### src/rtl/mdr_pkg.sv
// rtl/mdr_pkg.sv - shared types and widths for the MDR subsystem
// Exports: DW, DW_DBL, N_REQ, mdr_op_t, mdr_arb_state_t.
package mdr_pkg;

  localparam int DW     = 16;
  localparam int DW_DBL = 2*DW-1;
  localparam int N_REQ  = 4;

  typedef enum logic [1:0] {
    OP_MUL  = 2'b00,
    OP_DIV  = 2'b01,
    OP_SQRT = 2'b10,
    OP_RSV  = 2'b11
  } mdr_op_t;

  typedef enum logic [2:0] {
    ARB_IDLE    = 3'd0,
    ARB_LOAD    = 3'd1,
    ARB_WAIT    = 3'd2,
    ARB_DELIVER = 3'd3,
    ARB_ABORT   = 3'd4
  } mdr_arb_state_t;

endpackage

### src/rtl/mdr_arbiter_rr_pick4.sv
// rtl/mdr_arbiter_rr_pick4.sv - combinational 4-way round-robin picker
// Ports: req[3:0] requests, ptr[1:0] search start,
//        idx[1:0] first asserted index at or after ptr (mod 4), any = some req high.
module rr_pick4 (
  input  logic [3:0] req,
  input  logic [1:0] ptr,
  output logic [1:0] idx,
  output logic       any
);

  logic [1:0] cand;

  always_comb begin
    idx  = 2'd0;
    any  = 1'b0;
    cand = 2'd0;
    // Walk upward from ptr; the 2-bit add wraps naturally mod 4.
    for (int k = 0; k < 4; k++) begin
      cand = ptr + 2'(k);
      if (!any && req[cand]) begin
        idx = cand;
        any = 1'b1;
      end
    end
  end

endmodule

### src/rtl/mdr_arbiter.sv
// rtl/mdr_arbiter.sv - round-robin scheduler for the shared MDR datapath
// Ports: clk, rst (async active-low); req/req_op/req_a/req_b from four requesters;
//        grant/ack/err back to requesters; dp_start/dp_op/dp_a/dp_b/dp_done/dp_result
//        to the shared core; demux_sel/demux_data to the result demux; busy.
module mdr_arbiter
  import mdr_pkg::*;
#(
  parameter int TIMEOUT = 64
) (
  input  logic                   clk,
  input  logic                   rst,
  input  logic [N_REQ-1:0]       req,
  input  logic [N_REQ-1:0][1:0]  req_op,
  input  logic [N_REQ-1:0][DW-1:0] req_a,
  input  logic [N_REQ-1:0][DW-1:0] req_b,
  output logic [N_REQ-1:0]       grant,
  output logic [N_REQ-1:0]       ack,
  output logic                   err,
  output logic                   dp_start,
  output logic [1:0]             dp_op,
  output logic [DW-1:0]          dp_a,
  output logic [DW-1:0]          dp_b,
  input  logic                   dp_done,
  input  logic [DW_DBL:0]        dp_result,
  output logic [1:0]             demux_sel,
  output logic [DW_DBL:0]        demux_data,
  output logic                   busy
);

  localparam logic [2:0] S_IDLE    = ARB_IDLE;
  localparam logic [2:0] S_LOAD    = ARB_LOAD;
  localparam logic [2:0] S_WAIT    = ARB_WAIT;
  localparam logic [2:0] S_DELIVER = ARB_DELIVER;
  localparam logic [2:0] S_ABORT   = ARB_ABORT;

  // Last WAIT count before giving up; WAIT therefore lasts TIMEOUT cycles.
  localparam logic [7:0] CNT_LAST = 8'(TIMEOUT - 1);

  logic [2:0]      state_q, state_d;
  logic [1:0]      idx_q, idx_d;
  logic [1:0]      op_q, op_d;
  logic [DW-1:0]   a_q, a_d;
  logic [DW-1:0]   b_q, b_d;
  logic [DW_DBL:0] res_q, res_d;
  logic [7:0]      cnt_q, cnt_d;
  logic [1:0]      rr_ptr_q, rr_ptr_d;

  logic [1:0]      pick_idx;
  logic            pick_any;

  rr_pick4 u_pick (
    .req (req),
    .ptr (rr_ptr_q),
    .idx (pick_idx),
    .any (pick_any)
  );

  always_comb begin
    state_d  = state_q;
    idx_d    = idx_q;
    op_d     = op_q;
    a_d      = a_q;
    b_d      = b_q;
    res_d    = res_q;
    cnt_d    = cnt_q;
    rr_ptr_d = rr_ptr_q;
    case (state_q)
      S_IDLE: begin
        if (pick_any) begin
          idx_d   = pick_idx;
          op_d    = req_op[pick_idx];
          a_d     = req_a[pick_idx];
          b_d     = req_b[pick_idx];
          // Reserved opcode never reaches the datapath.
          state_d = (req_op[pick_idx] == OP_RSV) ? S_ABORT : S_LOAD;
        end
      end
      S_LOAD: begin
        cnt_d   = 8'd0;
        state_d = S_WAIT;
      end
      S_WAIT: begin
        cnt_d = cnt_q + 8'd1;
        // Completion takes priority over a coincident timeout.
        if (dp_done) begin
          res_d   = dp_result;
          state_d = S_DELIVER;
        end else if (cnt_q == CNT_LAST) begin
          state_d = S_ABORT;
        end
      end
      S_DELIVER, S_ABORT: begin
        rr_ptr_d = idx_q + 2'd1;
        state_d  = S_IDLE;
      end
      default: state_d = S_IDLE;
    endcase
  end

  always_ff @(posedge clk or negedge rst) begin
    if (!rst) begin
      state_q  <= S_IDLE;
      idx_q    <= 2'd0;
      op_q     <= 2'd0;
      a_q      <= '0;
      b_q      <= '0;
      res_q    <= '0;
      cnt_q    <= 8'd0;
      rr_ptr_q <= 2'd0;
    end else begin
      state_q  <= state_d;
      idx_q    <= idx_d;
      op_q     <= op_d;
      a_q      <= a_d;
      b_q      <= b_d;
      res_q    <= res_d;
      cnt_q    <= cnt_d;
      rr_ptr_q <= rr_ptr_d;
    end
  end

  // Outputs are decoded from registered state only.
  logic       in_grant;
  logic       in_resp;
  logic [3:0] idx_onehot;

  always_comb begin
    in_grant   = (state_q == S_LOAD) || (state_q == S_WAIT) ||
                 (state_q == S_DELIVER) || (state_q == S_ABORT);
    in_resp    = (state_q == S_DELIVER) || (state_q == S_ABORT);
    idx_onehot = 4'd1 << idx_q;
    grant      = in_grant ? idx_onehot : 4'd0;
    ack        = in_resp ? idx_onehot : 4'd0;
    err        = (state_q == S_ABORT);
    dp_start   = (state_q == S_LOAD);
    dp_op      = op_q;
    dp_a       = a_q;
    dp_b       = b_q;
    demux_sel  = in_resp ? idx_q : 2'd0;
    demux_data = (state_q == S_DELIVER) ? res_q : '0;
    busy       = (state_q != S_IDLE);
  end

endmodule

### config.mk
export PLATFORM = sky130hd
export DESIGN_NAME = mdr_arbiter
export DESIGN_NICKNAME = d
export VERILOG_FILES = /design/src/rtl/mdr_pkg.sv /design/src/rtl/mdr_arbiter_rr_pick4.sv /design/src/rtl/mdr_arbiter.sv
export SDC_FILE = /design/constraint.sdc
export NUM_CORES = 1
export LEC_CHECK = 0
export BUFFER_PORTS_ARGS = -buffer_cell sky130_fd_sc_hd__buf_2
export CORE_UTILIZATION = 45
export DETAILED_ROUTE_END_ITERATION = 8
export PLACE_DENSITY_LB_ADDON = 0.1
export SYNTH_ARGS = -nofsm -noshare
export SYNTH_HDL_FRONTEND = slang
export SYNTH_SLANG_ARGS = --single-unit
### constraint.sdc
create_clock -name clk -period 2.2 [get_ports clk]
set_input_delay 0.44 -clock clk [delete_from_list [all_inputs] [get_ports clk]]
set_output_delay 0.44 -clock clk [all_outputs]
set_load 0.01 [all_outputs]
==> results.sh, run 1 <==
export IMPL_clkLatencyLatePin_ns=0.35
export IMPL_wl_per_cell_um=15.1
export IMPL_drtIter0Drc=164
export IMPL_postCtsHoldBufs=0
export IMPL_clk_path_buf_depth=2
export IMPL_r2r_slack_ns=0.17
export IMPL_synthDistinctLibCells=37
export IMPL_maxSlewHeadroom_pct=66.4
export IMPL_grt_pass1_vias=3915
export IMPL_crit_chain="nor2_2 > and2_1 > nor2_1 > buf_4 > nor2_1 > buf_2"
export IMPL_grt_max_degree=44
export IMPL_finalClockSkew_ns=0.00523
export IMPL_vias_per_cell=4.95
export IMPL_synthCells=383
export IMPL_dieArea_mm2=0.0107
export IMPL_tightest_slew_ns=0.503
export IMPL_drc=0
export IMPL_nNetsFinal=819
export IMPL_arrival_ns=1.62
export IMPL_timing_rr_start="rr_ptr_q[1]$_DFFE_PN0P_"
export IMPL_vdd_drop_max_v=0.000560
export IMPL_initial_core_util_pct=47.0
export IMPL_grt_pass1_wl_um=19000
export IMPL_dp_cells=760
export IMPL_yosysSeqAreaShare_pct=43.7
export IMPL_cp_start_kind="flip-flop"
export IMPL_period_minus_slack_ns=2.06
export IMPL_synth_edf_count=0
export IMPL_layout_common_cells="buf_2 (252), mux2i_1 (99), dfrtp_1 (81)"
export IMPL_power_density_mw_per_mm2=1230
export IMPL_fp_dieW_um=104
export IMPL_period_share_pct=93.8
export IMPL_port_buffers=253
export IMPL_maxSlewViolCount=0
export IMPL_worst_slack_ns=0.137
export IMPL_hold_violations=0
export IMPL_crit_required_ns=1.76
export IMPL_path_common_cell="nor2_1"
export IMPL_power_leakage_nw=3.35
export IMPL_layout_commonest_cell="buf_2"
export IMPL_finalSetupViolations=0
export IMPL_core_area_mm2=0.00986
export IMPL_layout_cells_non_filler=778
export IMPL_syn2layout_area_growth_pct=36.0
export IMPL_cts_root_buf="clkbuf_8"
export IMPL_clk_pin_slew_worst_paths_ns=0.09
export IMPL_cts_tree="done"
export IMPL_cts_buffers=9
export IMPL_cts_sinks=81
export IMPL_cp_max_fo=8
export IMPL_cpPeakStageDelay_ns=0.44
export IMPL_startpoint="state_q[1]$_DFFE_PN0P_"
export IMPL_drt_pass1_iterations=4
export IMPL_num_fill_cells=821
export IMPL_reg2reg_depth=7
export IMPL_antenna_found_initial=1
export IMPL_synth_net_count=563
export IMPL_cap_viol_max_count=0
export IMPL_path_class="flip-flop to output port"
export IMPL_dieHeight_um=104
export IMPL_rows=36
export IMPL_async_flop_share_pct=100
export IMPL_synth_avg_cell_area_um2=12.1
export IMPL_critPathCaptureType="output port"
export IMPL_post_place_ws_ns=0.115
export IMPL_hp_class="input port to async pin"
export IMPL_dr_total_vias=3850
export IMPL_syn_area_mm2=0.00464
export IMPL_gp_congestion=0.798
export IMPL_cts_max_level=3
export IMPL_grt_usage_pct=22.3
export IMPL_synth_seq_cells=81
export IMPL_overflow=0
export IMPL_place_hpwl_um=9320
export IMPL_worstReg2RegEnd="dp_a[12]$_DFFE_PN0P_"
export IMPL_slowest_stage="dfrtp_1"
export IMPL_drive_gt1_share_pct=56.1
export IMPL_ioPinCount=254
export IMPL_yosys_warnings=0
export IMPL_fmax_mhz=485
export IMPL_drtAntennaViolNets=0
export IMPL_status="completed"
export IMPL_routed_wl_um=11800
export IMPL_ys_flop_type="dfrtp_1"
critical path, delay by kind of cell (launching register included):
kind	cells	cell delay (ns)
buf+inv	2	0.33
simple gates	4	0.50
flops	1	0.44
power breakdown:
| group | internal (mW) | switching, mW | total, mW |
|---|---|---|---|
| clock | 0.534 | 0.569 | 1.10 |
| sequential | 2.21 | 0.380 | 2.59 |
| combinational | 2.16 | 1.90 | 4.06 |
per-layer routing:
metal / up-vias / GRT usage [%] / part of all wire, %
met1: 1798 / 25.6 / 39
met4: 0 / 8.18 / 2.4
met5: - / 0 / 0
met3: 21 / 6.36 / 7.2
li1: 1881 / - / -
met2: 150 / 39.3 / 52
stage by stage:
stage          hold slack, ns  utilization, %  setup TNS [ns]  area [um^2]  power, mW
2_1_floorplan           0.144               -               0         4640       5.39
4_1_cts                0.0554            63.9               0         6300       7.84
3_3_place_gp            0.445            61.8               0         6100       6.57
6_report               0.0436            64.0               0         6310       7.75
5_1_grt                0.0666            64.0         -0.0151         6310       8.32
3_5_place_dp            0.445            61.8               0         6100       6.73
cell usage after synthesis, types with 2 or more instances:
cell	number	share of area [%]
nand2_1	9	0.73
a21o_1	2	0.32
clkbuf_1	5	0.40
nor2b_1	4	0.54
or2_2	2	0.27
mux2i_1	99	21
inv_1	5	0.40
ha_1	5	1.3
buf_2	11	1.2
a31oi_1	2	0.27
nor2_1	9	0.73
mux2_2	67	16
nand3_1	3	0.32
and2_1	38	5.1
a21oi_1	4	0.43
buf_6	6	1.5
nand4_1	2	0.27
o21ai_0	10	1.1
dfrtp_1	81	44
mux4_2	2	0.97
state kept, by name, indices dropped and copies added (netlist names):
| signal | flops |
|---|---|
| cnt_q | 8 |
| dp_a | 16 |
| res_q | 32 |
| rr_ptr_q | 2 |
| idx_q | 2 |
| dp_op | 2 |
| state_q | 3 |
| dp_b | 16 |
timing repair:
| item | 4_1_cts | 5_1_grt |
|---|---|---|
| hold endpoints to repair | 0 | 0 |
| setup endpoints to repair | 0 | 1 |
| buffers inserted | 0 | 1 |
| gates resized for setup | 0 | 1 |
worst max-delay path by stage:
stage | slack (ns) | cells after the start | endpoint
floorplan | 0.37 | 5 | dp_a[0]$_DFFE_PN0P_
global placement | 0.18 | 8 | dp_a[9]$_DFFE_PN0P_
detailed placement | 0.11 | 8 | dp_a[12]$_DFFE_PN0P_
CTS | 0.08 | 6 | demux_sel[0]
global route | -0.02 | 6 | demux_sel[0]
finish | 0.14 | 6 | demux_sel[0]
kinds of logic (layout without fill, tap and decap cells):
kind of cell    count (synthesis)  count (layout)  synth area share, %
simple gates                   75              75                 9.19
mux                           168             168                 38.6
buf+inv                        28             289                 3.61
fa+ha+maj                       5               5                 1.35
compound gates                 25              25                 3.40
xor+xnor                        1               1                0.189
flops                          81              81                 43.7
other cells                     0               1                    0
final cells by class:
| type | count | area (um^2) | share of cell area (%) |
|---|---|---|---|
| antenna | 1 | 2.50 | 0.0396 |
| inverter | 5 | 18.8 | 0.297 |
| multi-input combinational | 274 | 2480 | 39.3 |
| sequential | 81 | 2030 | 32.1 |
| clock buffer | 9 | 124 | 1.96 |
| timing repair buffer | 268 | 1420 | 22.5 |
| tap | 133 | 166 | 2.64 |
| clock inverter | 7 | 77.6 | 1.23 |
(Power assumes the default switching activity.)
==> run 2, diff against run 1 <==
--- a/config.mk
+++ b/config.mk
@@ -5,8 +5,9 @@
 export SDC_FILE = /design/constraint.sdc
 export NUM_CORES = 1
 export LEC_CHECK = 0
+export ABC_AREA = 1
 export BUFFER_PORTS_ARGS = -buffer_cell sky130_fd_sc_hd__buf_2
-export CORE_UTILIZATION = 45
+export CORE_UTILIZATION = 47
 export DETAILED_ROUTE_END_ITERATION = 8
 export PLACE_DENSITY_LB_ADDON = 0.1
 export SYNTH_ARGS = -nofsm -noshare
==> run 2 against run 1 <==
Effect of this change:
- maximum frequency shrank 4.8%
- routed wire length grew 35%
- final cell count grew 38%
- sequential power shrank 2%
- total power grew 74%
- final area grew 16%
- highest routed layer unchanged
- critical path type is now flip-flop to flip-flop
- critical endpoint is now dp_a[12]$_DFFE_PN0P_
- via count grew 43%
- largest cell class unchanged
==> results.sh, run 2 <==
export IMPL_cts_buffers=9
export IMPL_path_class="flip-flop to flip-flop"
export IMPL_drt_pass1_iterations=5
export IMPL_dp_cells=1026
export IMPL_core_area_mm2=0.0104
export IMPL_num_fill_cells=862
export IMPL_nNetsFinal=1112
export IMPL_cts_tree="done"
export IMPL_synth_net_count=836
export IMPL_drtIter0Drc=265
export IMPL_grt_usage_pct=25.4
export IMPL_rsz0062_at_grt="true"
export IMPL_clkLatencyLatePin_ns=0.35
export IMPL_top_register="res_q"
export IMPL_cts_sinks=81
export IMPL_fp_dieW_um=106
export IMPL_wl_per_cell_um=14.8
export IMPL_grt_pass1_vias=5141
export IMPL_timing_rr_start="rr_ptr_q[0]$_DFFE_PN0P_"
export IMPL_fmax_mhz=462
export IMPL_drive_gt1_share_pct=44.0
export IMPL_finalClockSkew_ns=0.00503
export IMPL_finalPower_mw=13.5
export IMPL_min_to="res_q[11]$_DFFE_PN0P_"
export IMPL_syn_area_mm2=0.00506
export IMPL_cap_viol_max_count=0
export IMPL_crit_required_ns=2.43
export IMPL_cts_max_level=3
export IMPL_worstReg2RegEnd="dp_a[12]$_DFFE_PN0P_"
export IMPL_cpPeakStageDelay_ns=0.49
export IMPL_clk_pin_slew_worst_paths_ns=0.09
export IMPL_top_layer_used="met4"
export IMPL_port_buffers=253
export IMPL_hold_start="dp_result[11]"
export IMPL_ys_top_cells_by_area="dfrtp_1 (40%), nor2_1 (9.8%), nand2_1 (7.9%)"
export IMPL_synthTopCellsByCount="nor2_1 (132), nand2_1 (106), dfrtp_1 (81), inv_1 (81), a21oi_1 (35)"
export IMPL_critPathCaptureType="flip-flop"
export IMPL_synth_top_cell_by_area="dfrtp_1"
export IMPL_yosys_warnings=0
export IMPL_async_flop_share_pct=100
export IMPL_period_share_pct=98.5
export IMPL_status="completed"
export IMPL_path_delay_family="simple AND/OR/NAND/NOR gates"
export IMPL_layout_common_cells="buf_2 (252), nor2_1 (128), nand2_1 (90)"
export IMPL_ys_flop_type="dfrtp_1"
export IMPL_synthDistinctLibCells=37
export IMPL_syn2layout_area_growth_pct=44.5
export IMPL_r2r_slack_ns=0.03
export IMPL_largest_reg_flops=32
export IMPL_wl_met3_um=1060
export IMPL_hold_violations=0
export IMPL_dieHeight_um=106
export IMPL_yosysTopAreaCellShare_pct=40.0
export IMPL_overflow=0
export IMPL_synth_seq_cells=81
export IMPL_path_common_cell="nand2_2"
export IMPL_drtAntennaViolNets=0
export IMPL_layout_commonest_cell="buf_2"
export IMPL_gp_congestion=0.899
export IMPL_grt_max_degree=67
export IMPL_vdd_drop_max_v=0.00123
export IMPL_maxSlewViolCount=0
export IMPL_dr_wl_met2_um=8220
export IMPL_power_leakage_nw=4.01
export IMPL_cp_start_kind="flip-flop"
export IMPL_yosysMostFrequentCell="nor2_1"
export IMPL_finalSetupViolations=0
export IMPL_ioPinCount=254
export IMPL_dieArea_mm2=0.0112
export IMPL_clk_path_buf_depth=2
export IMPL_dr_total_vias=5511
export IMPL_period_minus_slack_ns=2.17
export IMPL_place_hpwl_um=10800
export IMPL_cp_max_fo=7
export IMPL_startpoint="rr_ptr_q[0]$_DFFE_PN0P_"
export IMPL_reg2reg_depth=14
export IMPL_worst_path_buf_inv=3
export IMPL_wl_met1_um=6000
export IMPL_synthCells=656
export IMPL_power_density_mw_per_mm2=1840
export IMPL_cts_root_buf="clkbuf_8"
export IMPL_yosysSeqAreaShare_pct=40.0
export IMPL_arrival_ns=2.40
export IMPL_vias_per_cell=5.13
export IMPL_initial_core_util_pct=48.8
export IMPL_routed_wl_um=15900
export IMPL_synth_avg_cell_area_um2=7.72
export IMPL_antenna_found_initial=1
export IMPL_drc=0
export IMPL_rows=37
export IMPL_slowest_stage="dfrtp_2"
export IMPL_grt_pass1_wl_um=22700
export IMPL_layout_cells_non_filler=1074
export IMPL_synth_edf_count=0
export IMPL_crit_chain="buf_6 > nand2_4 > nand2_4 > nand2_2 > nand2_2 > nand2_2 > nand2_2 > nand2_2 > nand3_4 > buf_12 > clkbuf_16 > or2_2 > o211ai_2 > o211ai_1"
export IMPL_min_path_cells=3
export IMPL_hp_class="input port to flip-flop"
export IMPL_tightest_slew_ns=0.339
export IMPL_maxSlewHeadroom_pct=77.4
export IMPL_tns_ns=0
-- run 2: how the worst max path moves through the flow --
stage,cells after the start,endpoint
5_1_grt,14,dp_b[8]$_DFFE_PN0P_
6_report,14,dp_a[12]$_DFFE_PN0P_
4_1_cts,14,dp_b[13]$_DFFE_PN0P_
2_1_floorplan,7,grant[0]
3_5_place_dp,13,dp_a[1]$_DFFE_PN0P_
3_3_place_gp,13,dp_a[9]$_DFFE_PN0P_
-- run 2: routing by layer --
layer  GRT usage, %  up-vias
met2           46.4      246
li1               -     2673
met5              0        -
met4           11.2        0
met1           28.3     2539
met3           5.01       53
-- run 2: tightest hold or removal path: stages --
cell     delay (ns)
buf_2          0.08
nor2_1         0.03
a21oi_1        0.10
-- run 2: timing repair --
item,in CTS,in global routing
setup buffers,0,18
resized for setup,0,72
hold buffers,1,0
endpoints found under the hold margin,23,0
endpoints found under the setup margin,0,38
-- run 2: kinds of logic (layout without fill, tap and decap cells) --
| family | Yosys count | after routing | share of synthesized area (%) |
|---|---|---|---|
| compound gates | 147 | 147 | 21.3 |
| xor+xnor | 1 | 1 | 0.173 |
| fa+ha+maj | 5 | 5 | 1.24 |
| buf+inv | 124 | 405 | 11.8 |
| flops | 81 | 81 | 40.0 |
| other cells | 0 | 1 | 0 |
| simple gates | 298 | 298 | 25.4 |
-- run 2: cell type report --
type	count	area, um^2	area share, %
Antenna cell	1	2.50	0.0342
Clock buffer	9	124	1.69
Clock inverter	7	62.6	0.855
Inverter	87	349	4.77
Multi-Input combinational cell	451	2620	35.8
Sequential cell	81	2030	27.7
Tap cell	136	170	2.33
Timing Repair Buffer	301	1950	26.7
Timing Repair inverter	1	6.26	0.0855
-- run 2: power breakdown --
group          switching, mW  total (mW)  internal (mW)
Sequential             0.350        2.55           2.20
Combinational           5.39        9.88           4.50
Clock                  0.599        1.03          0.432
-- run 2: metrics by stage --
stage | utilization [%] | worst slack [ns] | hold WS, ns | instance area (um^2)
floorplan | - | 0.340 | 0.144 | 5060
global placement | 62.4 | 0.105 | 0.364 | 6470
detailed placement | 62.4 | 0.0447 | 0.370 | 6470
CTS | 64.3 | 0.00787 | 0.323 | 6670
global route | 70.5 | -0.0922 | 0.332 | 7320
finish | 70.5 | 0.0334 | 0.332 | 7320
